$ cat src/rtl/mips_pkg.sv
// ----------------------------------------------------------------------------
// mips_pkg
// Shared definitions for the MIPS pipeline datapath.
//   DATA_W / REG_AW : datapath width and register-file address width
//   ld_size_e       : load-size encoding driven by the MEM stage
//   sext8 / sext16  : extension helpers used by the load aligner
// ----------------------------------------------------------------------------
package mips_pkg;

    localparam int DATA_W = 32;
    localparam int REG_AW = 5;

    typedef enum logic [1:0] {
        LD_WORD = 2'b00,
        LD_HALF = 2'b01,
        LD_BYTE = 2'b10,
        LD_RSVD = 2'b11    // reserved, handled as a word load
    } ld_size_e;

    // Extend a byte to 32 bits; zero-extend when uns is set.
    function automatic logic [31:0] sext8(input logic [7:0] v, input logic uns);
        logic signed [31:0] s;
        s = 32'(signed'(v));
        return uns ? {24'h0, v} : s;
    endfunction

    // Extend a halfword to 32 bits; zero-extend when uns is set.
    function automatic logic [31:0] sext16(input logic [15:0] v, input logic uns);
        logic signed [31:0] s;
        s = 32'(signed'(v));
        return uns ? {16'h0, v} : s;
    endfunction

endpackage

$ cat src/rtl/load_align.sv
// ----------------------------------------------------------------------------
// load_align
// Combinational big-endian load aligner for the MEM/WB boundary.
// Ports:
//   Rdata       in  32  word returned by data memory
//   off         in  2   byte offset within the word (ALUres[1:0])
//   ld_size     in  2   00 word, 01 half, 10 byte, 11 word
//   ld_unsigned in  1   zero-extend sub-word loads
//   ld_data     out 32  aligned, extended load value
//   misalign    out 1   access not naturally aligned for its size
// ----------------------------------------------------------------------------
module load_align (
    input  logic [31:0] Rdata,
    input  logic [1:0]  off,
    input  logic [1:0]  ld_size,
    input  logic        ld_unsigned,
    output logic [31:0] ld_data,
    output logic        misalign
);
    import mips_pkg::*;

    logic [7:0]  byte_lane;
    logic [15:0] half_lane;

    // Lane 0 is the most significant byte (big-endian).
    always_comb begin
        byte_lane = Rdata[31:24];
        case (off)
            2'd0: byte_lane = Rdata[31:24];
            2'd1: byte_lane = Rdata[23:16];
            2'd2: byte_lane = Rdata[15:8];
            2'd3: byte_lane = Rdata[7:0];
            default: byte_lane = Rdata[31:24];
        endcase
    end

    // Only off[1] selects the halfword; off[0]=1 is flagged as misaligned.
    assign half_lane = off[1] ? Rdata[15:0] : Rdata[31:16];

    always_comb begin
        ld_data  = Rdata;
        misalign = 1'b0;
        case (ld_size)
            LD_BYTE: ld_data = sext8(byte_lane, ld_unsigned);
            LD_HALF: begin
                ld_data  = sext16(half_lane, ld_unsigned);
                misalign = off[0];
            end
            default: begin
                ld_data  = Rdata;
                misalign = (off != 2'd0);
            end
        endcase
    end

endmodule

$ cat src/rtl/mem_wb_stage.sv
// ----------------------------------------------------------------------------
// mem_wb_stage
// MEM/WB pipeline boundary: aligns load data, selects the writeback value,
// holds the MEM/WB register (stall/flush aware) and counts retirements.
// Ports:
//   clk, rst (sync, active-low), stall, flush : control
//   valid_in, ALUres, Rdata, RegWrite_in, MemtoReg_in, link_in, pc8_in,
//   wreg_in, ld_size, ld_unsigned             : MEM-stage inputs
//   wb_valid, RegWrite_out, wreg_out, wdata_out, misalign, instret
//                                             : registered WB-stage outputs
// ----------------------------------------------------------------------------
module mem_wb_stage #(
    parameter int DATA_W = 32,
    parameter int REG_AW = 5
) (
    input  logic              clk,
    input  logic              rst,
    input  logic              stall,
    input  logic              flush,
    input  logic              valid_in,
    input  logic [DATA_W-1:0] ALUres,
    input  logic [DATA_W-1:0] Rdata,
    input  logic              RegWrite_in,
    input  logic              MemtoReg_in,
    input  logic              link_in,
    input  logic [DATA_W-1:0] pc8_in,
    input  logic [REG_AW-1:0] wreg_in,
    input  logic [1:0]        ld_size,
    input  logic              ld_unsigned,
    output logic              wb_valid,
    output logic              RegWrite_out,
    output logic [REG_AW-1:0] wreg_out,
    output logic [DATA_W-1:0] wdata_out,
    output logic              misalign,
    output logic [31:0]       instret
);
    import mips_pkg::*;

    logic [31:0]       ld_data;
    logic              la_misalign;

    logic              misalign_d;
    logic              we_d;
    logic [DATA_W-1:0] wdata_d;
    logic              retire_d;

    logic              wb_valid_q;
    logic              we_q;
    logic [REG_AW-1:0] wreg_q;
    logic [DATA_W-1:0] wdata_q;
    logic              misalign_q;
    logic [31:0]       instret_q;

    load_align u_load_align (
        .Rdata       (Rdata),
        .off         (ALUres[1:0]),
        .ld_size     (ld_size),
        .ld_unsigned (ld_unsigned),
        .ld_data     (ld_data),
        .misalign    (la_misalign)
    );

    // Alignment only matters when the value actually comes from memory.
    assign misalign_d = MemtoReg_in & la_misalign;

    // Writes to $0 are suppressed here so the register file never sees them.
    assign we_d = valid_in & RegWrite_in & ~misalign_d & (wreg_in != '0);

    assign retire_d = valid_in & ~misalign_d;

    always_comb begin
        wdata_d = ALUres;
        if (link_in) begin
            wdata_d = pc8_in;
        end else if (MemtoReg_in) begin
            wdata_d = ld_data;
        end
    end

    // MEM -> WB register boundary
    always_ff @(posedge clk) begin
        if (!rst) begin
            wb_valid_q <= 1'b0;
            we_q       <= 1'b0;
            wreg_q     <= '0;
            wdata_q    <= '0;
            misalign_q <= 1'b0;
            instret_q  <= '0;
        end else if (flush) begin
            // Bubble: the retirement count is deliberately left alone.
            wb_valid_q <= 1'b0;
            we_q       <= 1'b0;
            wreg_q     <= '0;
            wdata_q    <= '0;
            misalign_q <= 1'b0;
        end else if (!stall) begin
            wb_valid_q <= valid_in;
            we_q       <= we_d;
            wreg_q     <= wreg_in;
            wdata_q    <= wdata_d;
            misalign_q <= misalign_d;
            if (retire_d) begin
                instret_q <= instret_q + 32'd1;
            end
        end
    end

    assign wb_valid     = wb_valid_q;
    assign RegWrite_out = we_q;
    assign wreg_out     = wreg_q;
    assign wdata_out    = wdata_q;
    assign misalign     = misalign_q;
    assign instret      = instret_q;

endmodule
$ cat config.mk
export PLATFORM = sky130hd
export DESIGN_NAME = mem_wb_stage
export DESIGN_NICKNAME = d
export VERILOG_FILES = /design/src/rtl/mips_pkg.sv /design/src/rtl/load_align.sv /design/src/rtl/mem_wb_stage.sv
export SDC_FILE = /design/constraint.sdc
export NUM_CORES = 1
export LEC_CHECK = 0
export ABC_AREA = 1
export CORE_MARGIN = 2
export CORE_UTILIZATION = 41
export CTS_BUF_LIST = sky130_fd_sc_hd__clkbuf_4
export DETAILED_ROUTE_END_ITERATION = 16
export PLACE_DENSITY = 0.83
export SLEW_MARGIN = 0
export SYNTH_ARGS = -nofsm -noshare
export SYNTH_HDL_FRONTEND = slang
export SYNTH_HIERARCHICAL = 1
export SYNTH_SLANG_ARGS = --single-unit
export TNS_END_PERCENT = 100
$ cat constraint.sdc
create_clock -name clk -period 2.25 [get_ports clk]
set_input_delay 0.45 -clock clk [delete_from_list [all_inputs] [get_ports clk]]
set_output_delay 0.45 -clock clk [all_outputs]
set_load 0.05 [all_outputs]
## Yosys cells after proc, flatten, opt, wreduce, memory -nomap -nowiden

Index checks and enable logic that the tools add are counted.
Widths: inputs -> output; s select.

| storage, ports and cells | value |
|---|---|
| flip-flop bits (word level) | 72 |
| logic and storage cells | 34 |

| operators by class | value |
|---|---|
| add/sub/neg operators | 1 |
| equality and inequality tests | 5 |
| multiplexer cells | 8 |
| bitwise gates (word level) | 9 |
| reduce and logical (&&, ||, !) cells | 5 |

Operators with widths:

| operator | count |
|---|---|
| $mux 32 | 4 |
| $pmux 32 s2 | 1 |
| $add 32x1->32 const B | 1 |
| $pmux 8 s4 | 1 |
| $mux 16 | 1 |
| $eq 2x2->1 const B | 3 |
| $and 1x1->1 | 5 |
| $reduce_bool 5->1 | 1 |
| $eq 2x1->1 const B | 2 |
| $not 1->1 | 4 |
| $reduce_and 3->1 | 1 |
| $logic_not 2->1 | 1 |
| $pmux 1 s2 | 1 |
| $reduce_bool 2->1 | 1 |
| $reduce_or 2->1 | 1 |

## Depth between registers and ports, before layout

Gate-level depths: netlist (run 1).

| depth | value |
|---|---|
| word-level depth | 6 |
| depth in mapped cells | 14 |
| gate-level depth less buffers | 12 |

## Modules after synthesis

Netlist (run 1), hierarchy kept.

Modules (own cells, without submodules):

| module | times used | cells an instance | area each (um2) |
|---|---|---|---|
| mem_wb_stage | 1 | 501 | 3849.9 |
| load_align | 1 | 180 | 819.5 |

## Worst setup path after synthesis (run 1)

Ideal clock, no wire load.

| path | value |
|---|---|
| path kind | in2reg |
| start point | in ld_size[0] |
| end point | reg instret_q[28] (netlist: instret[28]) |
| setup time | 113 ps |
| arrival time | 2036 ps |
| required time | 2137 ps |
| setup slack | 101 ps |
| stages on the path | 13 |
| path buffers | 3 |
| cell sequence | inv_1 ha_1 buf_2 inv_1 buf_2 o22ai_1 nand2_2 nand3_4 buf_6 nor3_4 nand3_1 nor2_1 nor2_1 |

| on the way | value |
|---|---|
| longest elaborated chain between the ends | 6 |
| elaborated cells on any way between the ends | 7 |
| those cells by class | 2 x eq/ne; 1 x mux; 3 x bitwise; 1 x reduce/logical |

Ends and longest elaborated chain:

| item | line | RTL |
|---|---|---|
| start, declared | mem_wb_stage.sv:28 | `input logic [1:0] ld_size,` |
| $eq 2x1->1 or $eq 2x2->1 (tied branches) | load_align.sv:43 | `case (ld_size)` |
| $pmux 1 s2 * | load_align.sv:43 |  |
| net la_misalign | mem_wb_stage.sv:40 | `logic la_misalign;` |
| $and 1x1->1 * | mem_wb_stage.sv:64 | `assign misalign_d = MemtoReg_in & la_misalign;` |
| $not 1->1 * | mem_wb_stage.sv:69 | `assign retire_d = valid_in & ~misalign_d;` |
| $and 1x1->1 * | mem_wb_stage.sv:69 |  |
| $reduce_and 3->1 (no source line) * | - |  |
| end signal, assigned | mem_wb_stage.sv:103 | `instret_q <= instret_q + 32'd1;` |
| end, declared | mem_wb_stage.sv:52 | `logic [31:0] instret_q;` |

The timed path passes the listed nets; every way through them passes the cells marked *.
A chain may end at the register's enable or synchronous reset.

## Worst setup path in the final report (run 1)

| path | value |
|---|---|
| start point | reg instret_q[8] (netlist: instret[8]) |
| end point | out instret[8] |

RTL lines:

| item | line | RTL |
|---|---|---|
| end, declared | mem_wb_stage.sv:35 | `output logic [31:0] instret` |

No word-level cell between the ends.

==> impl_metrics.ini, run 1 <==
[clock_tree]
cts_hold_buffers = 0
root_buffer = clkbuf_4
clkSinkCount = 72
cts_tree = yes
clock_latency_ns = 0.43
clock_path_buffers = 2
path_clk_slew_ns = 0.12
htree_levels = 3
cts-buffers-inserted = 9

[synth]
yosys.area_share.simple_pct = 29.9
yosysMostFrequentCell = nand2_1
ys_seq_area_share_pct = 30.9
ys_top_cells_by_count = nand2_1, nor2_1, a21oi_1, dfxtp_1, inv_1
syn_area_um2 = 4670
yosysWarnings = 6
syn_avg_cell_area_um2 = 6.86
syn_inst = 681
synth_edf_count = 0
yosys.area_share.adder_pct = 0.804
yosys.area_share.xor_xnor_pct = 0.563
synth_top_family_by_area = simple AND/OR/NAND/NOR gates
ys_seq_elements = 72
synth_top_area_share_pct = 30.9
syn_nets = 796
synth_area_leader_cell = dfxtp_1
synth_compound_area_share_pct = 14.3
synth_mux_area_share_pct = 14.6
ys.flop_type = dfxtp_1
netlist_top_cells_area = dfxtp_1, nand2_1, a21oi_1
synth_cell_types = 35
async_flop_share_pct = 0

[sta]
clock.fmax_mhz = 457
setup_viol = 0
fin_crit_sh_pct = 97.3
fin_skew_ns = 0.00998
slew-limit-headroom_pct = 62.3
rsz0062_at_grt = false
worstMarginPinSlew_ns = 0.563
fin_crit_ns = 2.19
maxSlewViolCount = 0
hold_viol_final = 0
holdWs_ns = 0.473

[flow_run]
cap_violations = 0

[route]
first_pass_iters = 5
viasPerCell = 5.11
routed_wl_um = 15500
vias = 5224
wire_per_inst_um = 15.1
ant_nets = 0
route.detailed.drc = 0
drtIter0Drc = 449

[power]
vdd_drop_max_mv = 0.525
leakagePower_nw = 2.97
finalPower_mw = 3.16
powerDensity_nw_per_um2 = 453

[global_route]
gr-total-overflow = 0
antenna_found_initial = 2
grt_pass1_wl_um = 24200
grt.total_usage_pct = 24.5
first_global_vias = 4721
grt_max_degree = 77

[floorplanning]
dieHeight_um = 111
dieArea_um2 = 12300
initial_core_util_pct = 42.5
core_um2 = 11000
die_x_um = 111
rows = 38
ios = 184

[critical_path]
crit_fanout = 5
cp.required_ns = 1.80
path_buf_inv = 1
worstPathArrival_ns = 1.74
critPathTopFamily = buffers and inverters
cp_slowest_cell = clkdlybuf4s50_1
crit_path_end_kind = output port
worstSetupPathType = flop to output port
start_kind = flop
crit_chain = clkdlybuf4s50_1
max_stage_delay_ns = 0.87

[layout]
num-nets-final = 991
layout.area.seq_um2 = 1440
nFillCells = 994
drive_gt1_share_pct = 12.9
multi_input_area_um2 = 2820
areaGrowthSynthToFinish_pct = 49.5

[placed_design]
dp_hpwl_um = 12200
port_buffers = 183
routabilityCongestion = 0.956

[min_path]
hp-class = flop to flop

[status]
status = completed
-- layer usage --
layer  wire (um)  global-route usage, %  share of wire, %  vias up
li1            -                      -                 -     2647
met4         539                   11.1               3.5        0
met2        6980                   38.2                45      216
met5           0                      0                 0        -
met1        6710                   32.0                43     2327
met3        1230                   5.96               7.9       34
-- final timing paths --
check                                     to  cells after the start         start  slack, ns
worst max register to register   instret[26]                      9    instret[1]       0.64
worst min register to register  RegWrite_out                      2  RegWrite_out       0.47
worst min-delay path            RegWrite_out                      2  RegWrite_out       0.47
worst max-delay path              instret[8]                      1    instret[8]       0.06
-- flip-flops by register name, indices dropped and copies added, names as in the netlist --
signal	cells
wdata_out	32
wb_valid	1
instret	32
wreg_out	5
RegWrite_out	1
misalign	1
-- where the power goes --
group / leakage (nW) / internal (mW) / switching (mW) / total [mW]
Clock: 0.0798 / 0.449 / 0.491 / 0.940
Combinational: 2.31 / 0.436 / 0.457 / 0.894
Sequential: 0.585 / 1.31 / 0.0175 / 1.33
-- tightest hold or removal path: stages (launching register included) --
cell	delay (ns)
dfxtp_1	0.33
nand2_1	0.06
a21oi_1	0.05
-- per-stage QoR --
step           instances  cell area (um^2)  setup TNS (ns)  setup WS, ns  util, %
6_report            1022              6980               0        0.0616     63.6
5_1_grt             1022              6980               0     0.0000110     63.6
4_1_cts             1019              6950               0       0.00432     63.3
3_5_place_dp        1003              6790          -11.08        -0.270     61.8
3_3_place_gp        1003              6790          -10.31        -0.259     61.8
2_1_floorplan        681              4670               0         0.101        -
-- what timing repair did --
item | CTS | global route
gates resized for setup | 0 | 3
setup buffers | 0 | 2
hold endpoints to repair | 0 | 0
setup endpoints to repair | 0 | 5
-- cell families after synthesis --
family	after synthesis
AND/OR/NAND/NOR	315
AO/OA/AOI/OAI	131
buffers and inverters	93
flip-flops	72
multiplexers	64
XOR/XNOR	3
adder cells (fa/ha/maj)	3
-- placed cells by master (no fill, tap or decap), types with 3 or more instances in the layout --
cell               n
a21oi_1           72
nor3_1             7
buf_4             30
nand2_1          155
clkbuf_4           9
ha_1               3
nor2_2             7
nand4_1           13
dfxtp_1           72
nor2_4             5
nor2_1            73
nand2_2            8
nand3_1           38
mux2i_1           32
clkdlybuf4s50_1  180
inv_1             56
o21ai_0           53
mux2_2            32
buf_12             5
-- final cells by class --
| cell class | count | area share [%] |
|---|---|---|
| multi-input cells | 516 | 40.3 |
| well taps | 140 | 2.51 |
| diodes | 1 | 0.0358 |
| clock inverters | 7 | 1.38 |
| repair buffers | 218 | 30.9 |
| clock buffers | 9 | 0.968 |
| flip-flops and latches | 72 | 20.6 |
| inverters | 59 | 3.21 |
Note: power is estimated with default switching activity, not from simulation.
==> run 2: changes to the inputs <==
--- a/config.mk
+++ b/config.mk
@@ -11,6 +11,7 @@
 export CTS_BUF_LIST = sky130_fd_sc_hd__clkbuf_4
 export DETAILED_ROUTE_END_ITERATION = 16
 export PLACE_DENSITY = 0.83
+export SETUP_SLACK_MARGIN = 0.5
 export SLEW_MARGIN = 0
 export SYNTH_ARGS = -nofsm -noshare
 export SYNTH_HDL_FRONTEND = slang
==> impl_metrics.ini, run 2 (synthesis gave the netlist of run 1 again) <==
[status]
status = completed

[global_route]
first_global_vias = 5104
grt.total_usage_pct = 27.5
antenna_found_initial = 0
grt_pass1_wl_um = 27000
grt_max_degree = 47
gr-total-overflow = 0

[route]
ant_nets = 0
first_pass_iters = 5
routed_wl_um = 17000
wire_per_inst_um = 16.4
viasPerCell = 5.24
route.detailed.drc = 0
vias = 5411
drtIter0Drc = 368

[critical_path]
crit_fanout = 8
worstSetupPathType = input pin to flop
cp_slowest_cell = clkdlybuf4s50_1
max_stage_delay_ns = 0.46
reg2reg_slack_ns = 0.67
worstPathArrival_ns = 2.10
start_kind = input pin
crit_path_end_kind = flop
crit_chain = clkdlybuf4s50_1, nand3_1, nand3_2, nand2_2, nand2_4, nand2_8, nand2_1, mux2_2, mux2i_2, a21oi_1
cp.required_ns = 2.58

[sta]
hold_viol_final = 0
rsz0062_at_grt = true
clock.fmax_mhz = 565
setup_viol = 0
worstMarginPinSlew_ns = 0.552
maxSlewViolCount = 0
fin_skew_ns = 0.0155
fin_crit_ns = 1.77
fin_ws_ns = 0.481
slew-limit-headroom_pct = 63.1
holdWs_ns = 0.478
fin_crit_sh_pct = 78.6

[layout]
diodes = 0
fin_util_pct = 65.2
mostFrequentLayoutCells = nand2_1, clkdlybuf4s50_1, a21oi_1, nor2_1, dfxtp_1
areaGrowthSynthToFinish_pct = 53.3
num-nets-final = 1004
layout_commonest_cell = nand2_1
design_area_um2 = 7160
drive_gt1_share_pct = 25.5

[min_path]
hp-class = flop to flop

[clock_tree]
cts_tree = yes
path_clk_slew_ns = 0.12
clkSinkCount = 72
cts-buffers-inserted = 9
clock_latency_ns = 0.44
root_buffer = clkbuf_4
clock_path_buffers = 2
htree_levels = 3

[floorplanning]
die_x_um = 111
core_um2 = 11000
dieArea_um2 = 12300
ios = 184
dieHeight_um = 111
initial_core_util_pct = 42.5
rows = 38

[power]
finalPower_mw = 3.33
vdd_drop_max_mv = 0.401
powerDensity_nw_per_um2 = 465
leakagePower_nw = 3.11

[placed_design]
port_buffers = 183
place_area_um2 = 6970
routabilityCongestion = 1.02
dp_hpwl_um = 13300
pre_cts_slack_ns = -0.363

[flow_run]
cap_violations = 0
run 2: critical path: cells and delay by family:
family,cells,cell delay (ns)
mux,2,0.49
buf+inv,1,0.46
compound gates,1,0.10
simple gates,6,0.59
run 2: worst paths after layout:
| check | cells after the start | to | from |
|---|---|---|---|
| min reg2reg | 2 | RegWrite_out | RegWrite_out |
| min | 2 | RegWrite_out | RegWrite_out |
| max reg2reg | 9 | instret[30] | instret[1] |
| max | 10 | wdata_out[27] | Rdata[7] |
run 2: metal layers:
layer / GRT usage (%) / share of wire, % / vias to the layer above
met5: 0 / 0 / -
met4: 10.8 / 3.5 / 0
met3: 6.34 / 6.8 / 37
met2: 44.0 / 46 / 235
met1: 36.0 / 44 / 2466
li1: - / - / 2673
run 2: final cells by class:
class	instances	area, um^2
multi-input combinational	517	2950
tap	140	175
clock buffer	10	75.1
fill	989	3820
clock inverter	5	106
inverter	59	234
timing repair buffer	230	2170
sequential	72	1450
run 2: through the flow:
step | setup TNS (ns) | cells
floorplan | 0 | 681
global placement | -10.05 | 1012
detailed placement | -11.86 | 1012
CTS | 0 | 1029
global route | 0 | 1033
finish | 0 | 1033
run 2: power by group:
| part | internal, mW | switching (mW) | leakage, nW | total [mW] |
|---|---|---|---|---|
| combinational | 0.457 | 0.502 | 2.43 | 0.959 |
| sequential | 1.31 | 0.0165 | 0.586 | 1.32 |
| clock | 0.571 | 0.472 | 0.0927 | 1.04 |
run 2: repair_timing:
action                                  in CTS  in global routing
hold buffers                                 0                  0
gates resized for setup                    253                 40
pin swaps                                    0                  4
buffers inserted                             0                  4
endpoints found under the setup margin     136                 50
cloned                                       2                  0
==> run 3: changes to the inputs <==
--- a/config.mk
+++ b/config.mk
@@ -7,10 +7,10 @@
 export LEC_CHECK = 0
 export ABC_AREA = 1
 export CORE_MARGIN = 2
-export CORE_UTILIZATION = 41
+export CORE_UTILIZATION = 44
 export CTS_BUF_LIST = sky130_fd_sc_hd__clkbuf_4
 export DETAILED_ROUTE_END_ITERATION = 16
-export PLACE_DENSITY = 0.83
+export PLACE_DENSITY = 0.85
 export SETUP_SLACK_MARGIN = 0.5
 export SLEW_MARGIN = 0
 export SYNTH_ARGS = -nofsm -noshare
==> constraint.sdc (replaced) <==
create_clock -name clk -period 1.65 [get_ports clk]
set_input_delay 0.33 -clock clk [delete_from_list [all_inputs] [get_ports clk]]
set_output_delay 0.33 -clock clk [all_outputs]
set_load 0.05 [all_outputs]
==> impl_metrics.ini, run 3 <==
[status]
status = stopped before the end
stop_stage = 5_1_grt
error = [ERROR GRT-0232] Routing congestion too high. Check the congestion heatmap in the GUI.

[synth]
async_flop_share_pct = 0
netlist_top_cells_area = dfxtp_1, nand2_1, a21oi_1
synth_edf_count = 0
ys.flop_type = dfxtp_1
syn_avg_cell_area_um2 = 6.86
yosysWarnings = 6
synth_top_area_share_pct = 30.9
synth_area_leader_cell = dfxtp_1
ys_top_cells_by_count = nand2_1, nor2_1, a21oi_1, dfxtp_1, inv_1
ys_seq_area_share_pct = 30.9
ys_seq_elements = 72
syn_inst = 681
synth_cell_types = 35
yosysMostFrequentCell = nand2_1
syn_area_um2 = 4670
syn_nets = 796

[placed_design]
dp_hpwl_um = 13600
port_buffers = 183
routabilityCongestion = 0.982

[floorplanning]
dieHeight_um = 107
ios = 184
initial_core_util_pct = 45.2
die_x_um = 107
rows = 37

[sta]
worstEndpointType = sequential cell input
worst_endpoint = instret[19]$_SDFFE_PN0P_/D

[clock_tree]
htree_levels = 3
clock_path_buffers = 2
root_buffer = clkbuf_4
cts-buffers-inserted = 9
clkSinkCount = 72
cts_hold_buffers = 0

[global_route]
grt_max_degree = 42
grt.total_usage_pct = 72.4
gr-total-overflow = 1
run 3: metrics by stage:
stage	cells	hold slack (ns)	util [%]	cell area (um^2)	worst slack, ns
after floorplan	681	0.461	-	4810	-0.107
after global placement	1031	0.458	69.9	7210	-0.663
after detailed placement	1031	0.460	69.9	7210	-0.710
after CTS	1096	0.427	86.6	8940	0.213
run 3: logic make-up after synthesis:
logic type | share of synthesized area (%)
AO/OA/AOI/OAI | 14.3
XOR/XNOR | 0.563
adder cells (fa/ha/maj) | 0.804
buffers and inverters | 8.98
flip-flops | 30.9
multiplexers | 14.6
AND/OR/NAND/NOR | 29.9
run 3: layer usage:
| metal | GRT overflow | GRT usage, % |
|---|---|---|
| met1 | 0 | 69.5 |
| met4 | 1 | 71.3 |
| met2 | 0 | 90.0 |
| met5 | 0 | 29.0 |
| met3 | 0 | 59.8 |
run 3: what timing repair did:
action,in CTS
setup buffers,44
cloned,5
resized for setup,420
endpoints found under the setup margin,144
pin swaps,85
==> run 4: changes to the inputs <==
--- a/config.mk
+++ b/config.mk
@@ -7,11 +7,9 @@
 export LEC_CHECK = 0
 export ABC_AREA = 1
 export CORE_MARGIN = 2
-export CORE_UTILIZATION = 44
-export CTS_BUF_LIST = sky130_fd_sc_hd__clkbuf_4
+export CORE_UTILIZATION = 29
 export DETAILED_ROUTE_END_ITERATION = 16
-export PLACE_DENSITY = 0.85
-export SETUP_SLACK_MARGIN = 0.5
+export PLACE_DENSITY_LB_ADDON = 0.15
 export SLEW_MARGIN = 0
 export SYNTH_ARGS = -nofsm -noshare
 export SYNTH_HDL_FRONTEND = slang
==> impl_metrics.ini, run 4 (synthesis gave the netlist of run 1 again) <==
[status]
status = completed

[route]
drtIter0Drc = 247
route.detailed.drc = 0
ant_nets = 0
wire_per_inst_um = 15.5
routed_wl_um = 17500
first_pass_iters = 4
viasPerCell = 4.66
vias = 5271

[sta]
maxSlewViolCount = 0
setup_viol = 0
rsz0062_at_grt = false
fin_skew_ns = 0.00784
hold_viol_final = 0
clock.fmax_mhz = 610
holdWs_ns = 0.465
fin_crit_sh_pct = 99.3
fin_crit_ns = 1.64
worstMarginPinSlew_ns = 0.372
slew-limit-headroom_pct = 75.2

[floorplanning]
die_x_um = 131
rows = 46
dieArea_um2 = 17100
dieHeight_um = 131
core_um2 = 15800
ios = 184
initial_core_util_pct = 29.5

[critical_path]
critPathTopFamily = multiplexers
reg2reg_slack_ns = 0.13
max_stage_delay_ns = 0.28
path_buf_inv = 2
cp_slowest_cell = mux2_2
crit_fanout = 8
crit_path_end_kind = flop
worstPathArrival_ns = 1.85
cpMostUsedCell = nand2_1
worstSetupPathType = input pin to flop
start_kind = input pin
cp.required_ns = 1.86
crit_chain = clkdlybuf4s15_2, buf_4, nand2_1, o21ai_1, nand2_1, nand2_4, nand2_8, nand2_1, mux2_2, mux2i_2, a21oi_1

[clock_tree]
clock_path_buffers = 2
cts_tree = yes
clkSinkCount = 72
clock_latency_ns = 0.34
path_clk_slew_ns = 0.06
root_buffer = clkbuf_16
cts-buffers-inserted = 9
htree_levels = 3
cts_hold_buffers = 0

[layout]
num-nets-final = 1025
areaGrowthSynthToFinish_pct = 64.0
layout_commonest_cell = nand2_1
mostFrequentLayoutCells = nand2_1, buf_4, clkdlybuf4s50_1
drive_gt1_share_pct = 27.6
diodes = 0
fin_util_pct = 48.4

[placed_design]
port_buffers = 183
dp_hpwl_um = 14000
routabilityCongestion = 0.944

[global_route]
grt_pass1_wl_um = 26500
antenna_found_initial = 0
grt_max_degree = 34
gr-total-overflow = 0
first_global_vias = 4956
grt.total_usage_pct = 20.3

[power]
vdd_drop_max_mv = 0.433
powerDensity_nw_per_um2 = 650
leakagePower_nw = 3.36

[flow_run]
cap_violations = 0

[min_path]
hp-class = flop to flop
## run 4: metal layers
layer / routed length [um] / track usage [%] / part of all wire [%] / vias up
li1: - / - / - / 2715
met1: 7920 / 26.4 / 45 / 2334
met2: 7770 / 32.3 / 44 / 190
met3: 1300 / 5.50 / 7.4 / 32
met4: 487 / 7.76 / 2.8 / 0
met5: 0 / 0 / 0 / -
## run 4: timing repair
action,CTS,global route
gates cloned,2,0
endpoints found under the setup margin,64,46
buffers inserted,1,1
resized for setup,20,19
pin swaps,2,2
## run 4: worst min-delay path: stages, from the launching register on
cell	delay, ns
dfxtp_1	0.31
nand2_1	0.06
a21oi_1	0.06
## run 4: through the flow
step | instance area (um^2) | setup slack, ns | power (mW) | TNS (ns) | instances
2_1_floorplan | 4770 | -0.109 | 2.52 | -1.38 | 681
3_3_place_gp | 7290 | -0.729 | 3.11 | -39.22 | 1111
3_5_place_dp | 7290 | -0.730 | 3.11 | -40.18 | 1111
4_1_cts | 7620 | 0.00571 | 5.03 | 0 | 1129
5_1_grt | 7660 | 0.00541 | 5.22 | 0 | 1130
6_report | 7660 | 0.0116 | 4.98 | 0 | 1130
## run 4: path summary, 6_finish.rpt
check	start	to	cells past startpoint
worst max-delay path	ALUres[1]	wdata_out[30]	11
worst min-delay path	RegWrite_out	RegWrite_out	2
worst max register to register	instret[1]	instret[16]	10
worst min register to register	RegWrite_out	RegWrite_out	2
## run 4: report_power, final
| part | switching, mW | internal, mW |
|---|---|---|
| Sequential | 0.0237 | 1.78 |
| Combinational | 0.672 | 0.625 |
| Clock | 0.782 | 1.09 |
| Total | 1.48 | 3.50 |
## run 4: area by class of cell
| cell class | count | area, um^2 |
|---|---|---|
| repair buffers | 250 | 2460 |
| clock buffers | 11 | 253 |
| inverters | 59 | 231 |
| multi-input cells | 518 | 2970 |
| flip-flops and latches | 72 | 1440 |
| fillers | 1593 | 8170 |
| well taps | 216 | 270 |
| clock inverters | 4 | 28.8 |
